===== config.mk =====
export PLATFORM = sky130hd
export DESIGN_NAME = arb4_rr_ctrl
export DESIGN_NICKNAME = d
export VERILOG_FILES = /design/src/rtl/arb_pkg.sv /design/src/rtl/rr_pick4.sv /design/src/rtl/arb4_rr_ctrl.sv
export SDC_FILE = /design/constraint.sdc
export NUM_CORES = 1
export LEC_CHECK = 0
export ABC_AREA = 1
export CORE_MARGIN = 5
export CORE_UTILIZATION = 53
export CTS_CLUSTER_DIAMETER = 60
export DETAILED_ROUTE_END_ITERATION = 7
export PLACE_DENSITY = 0.78
export SYNTH_ARGS = -nofsm -noshare
export SYNTH_HDL_FRONTEND = slang
export SYNTH_SLANG_ARGS = --single-unit

===== constraint.sdc =====
create_clock -name clk -period 2.3 [get_ports clk]
set_input_delay 0.23 -clock clk [delete_from_list [all_inputs] [get_ports clk]]
set_output_delay 0.23 -clock clk [all_outputs]
set_load 0.05 [all_outputs]

===== src/rtl/arb_pkg.sv =====
// Shared constants, state encoding and helpers for the four-requester arbiter.
package arb_pkg;

   localparam int NREQ = 4;
   localparam int ID_W = 2;

   typedef enum logic {
      ST_IDLE  = 1'b0,
      ST_GRANT = 1'b1
   } state_e;

   function automatic logic [NREQ-1:0] id2onehot(input logic [ID_W-1:0] id);
      logic [NREQ-1:0] oh;
      oh     = '0;
      oh[id] = 1'b1;
      return oh;
   endfunction

endpackage


===== src/rtl/rr_pick4.sv =====
// Combinational winner select: rotating lowest-set search (rr=1) or highest-set-bit encode (rr=0).
module rr_pick4
   import arb_pkg::*;
(
   input  logic [NREQ-1:0] req,
   input  logic [ID_W-1:0] last_id,
   input  logic            rr,
   output logic [ID_W-1:0] win_id,
   output logic            any
);

   logic [ID_W-1:0] base;
   logic [NREQ-1:0] rot;
   logic [ID_W-1:0] rot_idx;

   always_comb begin
      base    = last_id + ID_W'(1);
      rot     = '0;
      rot_idx = '0;
      win_id  = '0;
      // rot[0] is the requester just past the last winner
      for (int i = 0; i < NREQ; i++) begin
         rot[i] = req[ID_W'(i) + base];
      end
      for (int i = NREQ - 1; i >= 0; i--) begin
         if (rot[i]) rot_idx = ID_W'(i);
      end
      if (rr) begin
         win_id = rot_idx + base;
      end else begin
         for (int i = 0; i < NREQ; i++) begin
            if (req[i]) win_id = ID_W'(i);
         end
      end
   end

   assign any = |req;

endmodule


===== src/rtl/arb4_rr_ctrl.sv =====
// Four-requester arbiter with registered one-hot grants, fixed or round-robin priority,
// and optional hold-time preemption in round-robin mode.
module arb4_rr_ctrl
   import arb_pkg::*;
#(
   parameter int unsigned MAX_HOLD = 16,
   parameter int unsigned CNT_W    = 5
) (
   input  logic            clk,
   input  logic            rst_n,
   input  logic [NREQ-1:0] req,
   input  logic            rr_mode,
   output logic [NREQ-1:0] gnt,
   output logic [ID_W-1:0] gnt_id,
   output logic            gnt_valid,
   output logic            preempt
);

   localparam logic [CNT_W-1:0] HOLD_LAST = (MAX_HOLD == 0) ? '0 : CNT_W'(MAX_HOLD - 1);
   localparam logic             HOLD_LIM  = (MAX_HOLD != 0);

   state_e          state_q, state_d;
   logic [NREQ-1:0] gnt_q, gnt_d;
   logic [ID_W-1:0] gnt_id_q, gnt_id_d;
   logic [ID_W-1:0] last_id_q, last_id_d;
   logic [CNT_W-1:0] hold_cnt_q, hold_cnt_d;
   logic            preempt_q, preempt_d;
   logic            mode_q, mode_d;
   logic [ID_W-1:0] win_id;
   logic            any_req;

   rr_pick4 u_pick (
      .req     (req),
      .last_id (last_id_q),
      .rr      (rr_mode),
      .win_id  (win_id),
      .any     (any_req)
   );

   always_comb begin
      state_d    = state_q;
      gnt_d      = gnt_q;
      gnt_id_d   = gnt_id_q;
      last_id_d  = last_id_q;
      hold_cnt_d = hold_cnt_q;
      mode_d     = mode_q;
      preempt_d  = 1'b0;
      unique case (state_q)
         ST_IDLE: begin
            if (any_req) begin
               state_d    = ST_GRANT;
               gnt_d      = id2onehot(win_id);
               gnt_id_d   = win_id;
               last_id_d  = win_id;
               mode_d     = rr_mode;
               hold_cnt_d = '0;
            end
         end
         ST_GRANT: begin
            if (!req[gnt_id_q]) begin
               state_d = ST_IDLE;
               gnt_d   = '0;
            end else if (mode_q && HOLD_LIM && (hold_cnt_q == HOLD_LAST) &&
                         (|(req & ~gnt_q))) begin
               // Hold budget spent and someone else is waiting
               state_d   = ST_IDLE;
               gnt_d     = '0;
               preempt_d = 1'b1;
            end else if (hold_cnt_q != HOLD_LAST) begin
               hold_cnt_d = hold_cnt_q + CNT_W'(1);
            end
         end
         default: begin
            state_d = ST_IDLE;
            gnt_d   = '0;
         end
      endcase
   end

   always_ff @(posedge clk or negedge rst_n) begin
      if (!rst_n) begin
         state_q    <= ST_IDLE;
         gnt_q      <= '0;
         gnt_id_q   <= '0;
         last_id_q  <= '1;
         hold_cnt_q <= '0;
         preempt_q  <= 1'b0;
         mode_q     <= 1'b0;
      end else begin
         state_q    <= state_d;
         gnt_q      <= gnt_d;
         gnt_id_q   <= gnt_id_d;
         last_id_q  <= last_id_d;
         hold_cnt_q <= hold_cnt_d;
         preempt_q  <= preempt_d;
         mode_q     <= mode_d;
      end
   end

   assign gnt       = gnt_q;
   assign gnt_id    = gnt_id_q;
   assign gnt_valid = |gnt_q;
   assign preempt   = preempt_q;

endmodule


# After elaboration in Yosys (flattened, before gate mapping)
# Index checks and enable logic that the tools add are counted.
dict set report word_totals {
  ff_bits 16
  in_bits 7
  output_inout_bits 8
  elab_cells 75
}
dict set report classes {
  addsub 6
  magnitude_cmp 7
  eq_ne 7
  muxes 36
  bitwise_logic 3
  reduce_logical 9
}
# op count
set ops {}
lappend ops {{$mux W5} 4}
lappend ops {{$lt A2 B3 Y1 const B} 6}
lappend ops {{$mux W2} 7}
lappend ops {{$mux W1} 13}
lappend ops {{$mux W4} 3}
lappend ops {{$reduce_or A4 Y1} 3}
lappend ops {{$bmux W1 S2} 5}
lappend ops {{$pmux W5 S2} 1}
lappend ops {{$pmux W4 S2} 1}
lappend ops {{$add A5 B1 Y5 const B} 1}
lappend ops {{$eq A5 B4 Y1 const B} 1}
lappend ops {{$ne A5 B4 Y1 const B} 1}
lappend ops {{$add A2 B2 Y2 const A} 2}
lappend ops {{$and A4 B4 Y4} 1}
lappend ops {{$ne A2 B1 Y1 const B} 2}
lappend ops {{$ne A2 B2 Y1 const B} 2}
lappend ops {{$not A4 Y4} 1}
lappend ops {{$reduce_and A2 Y1} 2}
lappend ops {{$reduce_and A4 Y1} 1}
lappend ops {{$logic_and A1 B1 Y1} 3}
lappend ops {{$ne A3 B2 Y1 const B} 1}
lappend ops {{$add A1 B2 Y2 const A} 1}
lappend ops {{$add A2 B1 Y2 const B} 1}
lappend ops {{$add A2 B2 Y2} 1}
lappend ops {{other kinds (4)} 4}

# Logic depth before layout (Yosys ltp)
dict set report depth {
  ltp_word 16
  depth_mapped 16
  depth_no_buf 15
}

# Modules after synthesis
# A second synthesis with hierarchy kept.
dict set report hier_totals {
  hier_cells 168
  hier_area_um2 1139.8
}
# mod n_inst cells_per_inst area_per_inst_um2 seq_area_each_um2
set modules_own_cells {}
lappend modules_own_cells {arb4_rr_ctrl 1 106 837.1 402.9}
lappend modules_own_cells {rr_pick4 1 62 302.8 0.0}

# Least setup slack after synthesis
# OpenSTA, ideal clock, no wires.
dict set report synth_path {
  path_kind {flip-flop to flip-flop}
  start {reg last_id_q[0]}
  end {reg gnt_q[3], in the netlist gnt[3]}
  setup_ps 65
  t_arrival_ps 1854
  setup_slack_ps 381
  path_stages_with_launch 16
  path_buffers 1
  cell_sequence {dfstp_2 -> buf_6 -> inv_8 -> nand2_2 -> nand2_2 -> nand2_1 -> nand2_1 -> a31oi_1 -> nor2_1 -> ha_1 -> nor2_1 -> a31oi_1 -> inv_1 -> nor2_1 -> nand3_1 -> nand2_1}
}
dict set report synth_via {
  elab_chain_cells 16
  elab_cells_between_ends 25
}
# item line_no
set synth_lines {}
lappend synth_lines {{from (decl)} arb4_rr_ctrl.sv:25} ;# logic [ID_W-1:0] last_id_q, last_id_d;
lappend synth_lines {{from (signal assigned)} arb4_rr_ctrl.sv:93} ;# last_id_q <= last_id_d;
lappend synth_lines {{$add A2 B1 Y2 *} rr_pick4.sv:17} ;# base = last_id + ID_W'(1);
lappend synth_lines {{$add A2 B2 Y2} rr_pick4.sv:23} ;# rot[i] = req[ID_W'(i) + base];
lappend synth_lines {{$bmux W1 S2} rr_pick4.sv:23}
lappend synth_lines {{$mux W1 (not written as such)} rr_pick4.sv:23}
lappend synth_lines {{$mux W2 (4 in a row)} rr_pick4.sv:26} ;# if (rot[i]) rot_idx = ID_W'(i);
lappend synth_lines {{$add A2 B2 Y2 *} rr_pick4.sv:29} ;# win_id = rot_idx + base;
lappend synth_lines {{$mux W2 *} rr_pick4.sv:28} ;# if (rr) begin
lappend synth_lines {{$lt A2 B3 Y1 (not written as such) / $ge A2 B1 Y1 (equally long branches)} arb_pkg.sv:15} ;# oh[id] = 1'b1;
lappend synth_lines {{$logic_and A1 B1 Y1 (not written as such)} arb_pkg.sv:15}
lappend synth_lines {{$mux W1 (not written as such)} arb_pkg.sv:15}
lappend synth_lines {{$demux W1 S2 *} arb_pkg.sv:15}
lappend synth_lines {{$mux W4 *} arb4_rr_ctrl.sv:50} ;# if (any_req) begin
lappend synth_lines {{$pmux W4 S2 *} arb4_rr_ctrl.sv:48} ;# unique case (state_q)
lappend synth_lines {{to (signal assigned)} arb4_rr_ctrl.sv:91} ;# gnt_q <= gnt_d;
lappend synth_lines {{to (decl)} arb4_rr_ctrl.sv:23} ;# logic [NREQ-1:0] gnt_q, gnt_d;
# Mark *: on every way between the ends. The rest lies on a longest branch, timed or not. The select of a mux whose other input is x is not followed.
# A chain may end at the register's enable or synchronous reset.

# Worst setup path after layout
dict set report layout_path {
  start {reg gnt_q[0], in the netlist gnt[0]}
  end {out gnt_valid}
}
dict set report layout_via {
  elab_chain_cells 1
}
# item line_no
set layout_lines {}
lappend layout_lines {{$reduce_or A4 Y1} arb4_rr_ctrl.sv:102} ;# assign gnt_valid = |gnt_q;
lappend layout_lines {{to (decl)} arb4_rr_ctrl.sv:15} ;# output logic gnt_valid,
# Every way passes these cells.

==> impl_metrics.json <==
{
  "status": "finished clean",
  "ios": 15,
  "async_flop_share_pct": 100,
  "start_kind": "register",
  "setup_viol": 0,
  "diodes": 0,
  "cp_top_family": "buffers and inverters",
  "power_density_nw_per_um2": 1480,
  "rows": 16,
  "endpoint_kind": "output port",
  "max_freq_mhz": 460,
  "layout-drive-gt1-share_pct": 18.6,
  "timing.critical_path.arrival_ps": 1940,
  "ctsRootBufferMaster": "clkbuf_4",
  "yosysUniqueCellTypes": 24,
  "portBuffers": 14,
  "antenna_found_initial": 0,
  "worstHoldPathType": "in2async",
  "areaGrowthSynthToFinish_pct": 22.1,
  "peakVddDrop_uv": 1040,
  "fin_crit_ps": 2170,
  "dominantRegCellSynth": "dfrtp_1",
  "cts_tree": "built",
  "clk_pin_slew_ps": 90,
  "grt_start_max_net_pins": 17,
  "crit_chain": "or4_1, clkdlybuf4s50_1",
  "vias": 1022,
  "netlist_top_cells_count": "nand2_1, dfrtp_1, inv_1, nand3_1",
  "cap_viol_max_count": 0,
  "viasPerCell": 5.27,
  "total_power_mw": 1.93,
  "slew_viol_final": 0,
  "ys_top_cells_by_area": "dfrtp_1, nand2_1, nand2_2",
  "yosysTopAreaCell": "dfrtp_1",
  "slew_headroom_pct": 53.6,
  "synth_edf_count": 0,
  "drc": 0,
  "synth_nets": 157,
  "drt-total-wl_um": 2380,
  "yosys_warnings": 0,
  "cellLeakagePower_nw": 0.653,
  "grt_pass1_vias": 964,
  "synth.avg_cell_area_um2": 7.24,
  "die_width_um": 54.8,
  "grt_util_all_layers_pct": 19.6,
  "crit_slowest_cell": "clkdlybuf4s50_1",
  "htree_levels": 1,
  "grt_pass1_wl_um": 4180,
  "cp.required_ps": 2070,
  "drtAntennaViolNets": 0,
  "dpl.hpwl_um": 1920,
  "fillers": 174,
  "layout_setup_ws_ps": 128,
  "overflow": 0,
  "synth_most_common_cell": "nand2_1",
  "clockBufferDepth": 2,
  "clk_latency_ps": 290,
  "first_iter_violations": 23,
  "cts_hold_buf": 0,
  "cp_max_fo": 4,
  "wl_per_cell_um": 12.2,
  "initial_core_util_pct": 54.8,
  "path_buf_inv": 1,
  "drtPass1Iterations": 4,
  "die-height_um": 54.8,
  "finalHoldViolCount": 0,
  "dp_slack_ps": 70.1,
  "die_area_um2": 3010,
  "worst-slew-pin-transition_ps": 694,
  "synth_area_um2": 1060,
  "cts.sinks": 16,
  "fin_nets": 178,
  "fin_crit_sh_pct": 94.4,
  "syn_inst": 147,
  "fp.coreArea_um2": 1940,
  "netlist.area_leader.share_pct": 32.9,
  "ys_seq_elements": 16,
  "cts_made_buffers": 3,
  "path_class": "reg2out",
  "fin_skew_ps": 1.48,
  "globalplace.congestion": 0.889,
  "synth-seq-area-share_pct": 37.8,
  "cp_slowest_stage_delay_ps": 710
}
==> cell type report <==
type                       count  area (µm²)  share of cell area (%)
multi-input combinational    113         589                    45.3
sequential                    16         403                    31.0
timing repair buffer          18         170                    13.1
inverter                      16        67.6                    5.20
clock buffer                   4        36.3                    2.79
tap                           27        33.8                    2.60
==> flip-flops by register name, indices dropped and copies added, names as in the netlist <==
name and flops:
hold_cnt_q 5, gnt 4, gnt_id 2, last_id_q 2
mode_q 1, preempt 1, state_q 1
==> worst reg2reg max path: cells and delay by family, from the launching register on <==
family / cells / cell delay (ps)
and+or+nand+nor: 10 / 770
DFF: 1 / 640
xor gates and xnor gates: 1 / 190
adders and majority gates: 1 / 170
buffers and inverters: 1 / 160
AOI/OAI and AO/OA: 1 / 70
==> cell families (layout without fill, tap and decap cells) <==
logic type | after synthesis | in the layout | share of synthesized area (%)
flops | 16 | 16 | 37.8
simple gates | 90 | 90 | 37.8
fa+ha+maj | 3 | 3 | 3.53
buf+inv | 18 | 38 | 8.11
xor+xnor | 2 | 2 | 1.65
compound gates | 18 | 18 | 11.0
==> power by group <==
part | internal [mW] | leakage, nW | total [mW] | switching [mW]
Combinational | 0.426 | 0.432 | 1.21 | 0.789
Clock | 0.0965 | 0.0210 | 0.183 | 0.0869
Sequential | 0.404 | 0.201 | 0.531 | 0.128
Total | 0.926 | 0.653 | 1.93 | 1.00
==> layout by cell type, fill, tap and decap left out <==
master	Yosys	final
a31oi_1	2	1
dfrtp_1	14	14
buf_4	1	4
a31oi_2	0	1
nor2_1	9	8
ha_1	3	3
o22ai_1	3	3
nand4_1	1	1
a21oi_1	5	5
nand3_2	2	2
nand2_2	9	9
clkdlybuf4s50_1	0	14
clkbuf_4	0	3
nor2_2	1	1
clkbuf_8	0	1
nor2_4	1	2
xor2_1	2	2
or4_1	1	1
nand2_1	55	55
dfstp_2	2	2
o211ai_1	2	2
inv_2	4	4
o21ai_0	5	5
inv_8	1	1
a31oi_4	1	1
nand3_1	11	11
inv_1	11	11
==> path summary, 6_finish.rpt <==
check	from	slack, ps	cells past startpoint	to
min in group clk	hold_cnt_q[0]$_DFFE_PN0P_	510	1	hold_cnt_q[0]$_DFFE_PN0P_
max	gnt[0]$_DFFE_PN0P_	130	2	gnt_valid
max reg2reg	last_id_q[0]$_DFFE_PN1P_	200	14	gnt[1]$_DFFE_PN0P_
min	rst_n	360	1	gnt[3]$_DFFE_PN0P_
max in group asynchronous	rst_n	1510	1	mode_q$_DFFE_PN0P_
min reg2reg	hold_cnt_q[0]$_DFFE_PN0P_	510	1	hold_cnt_q[0]$_DFFE_PN0P_
==> layer usage <==
layer / global-route usage (%) / up-vias / routed length (µm)
met5: 0 / - / 0
met4: 7.47 / 0 / 31
met3: 5.72 / 4 / 114
met2: 29.9 / 22 / 1080
met1: 25.8 / 480 / 1150
li1: - / 516 / -
==> timing repair <==
| item | CTS | global route |
|---|---|---|
| endpoints found under the setup margin | 0 | 3 |
| gates resized for setup | 0 | 5 |
| buffers inserted | 0 | 1 |
| hold endpoints to repair | 0 | 0 |
==> per-stage QoR <==
stage,instance area (µm²),cells,util (%),setup TNS (ps),hold WS [ps]
2_1_floorplan,1060,147,-,0,-65.6
3_3_place_gp,1240,189,64.0,0,472
3_5_place_dp,1240,189,64.0,0,484
4_1_cts,1280,193,65.9,0,369
5_1_grt,1300,194,66.9,-4.58,392
6_report,1300,194,66.9,0,355
Power figures use the tool's default switching activity.
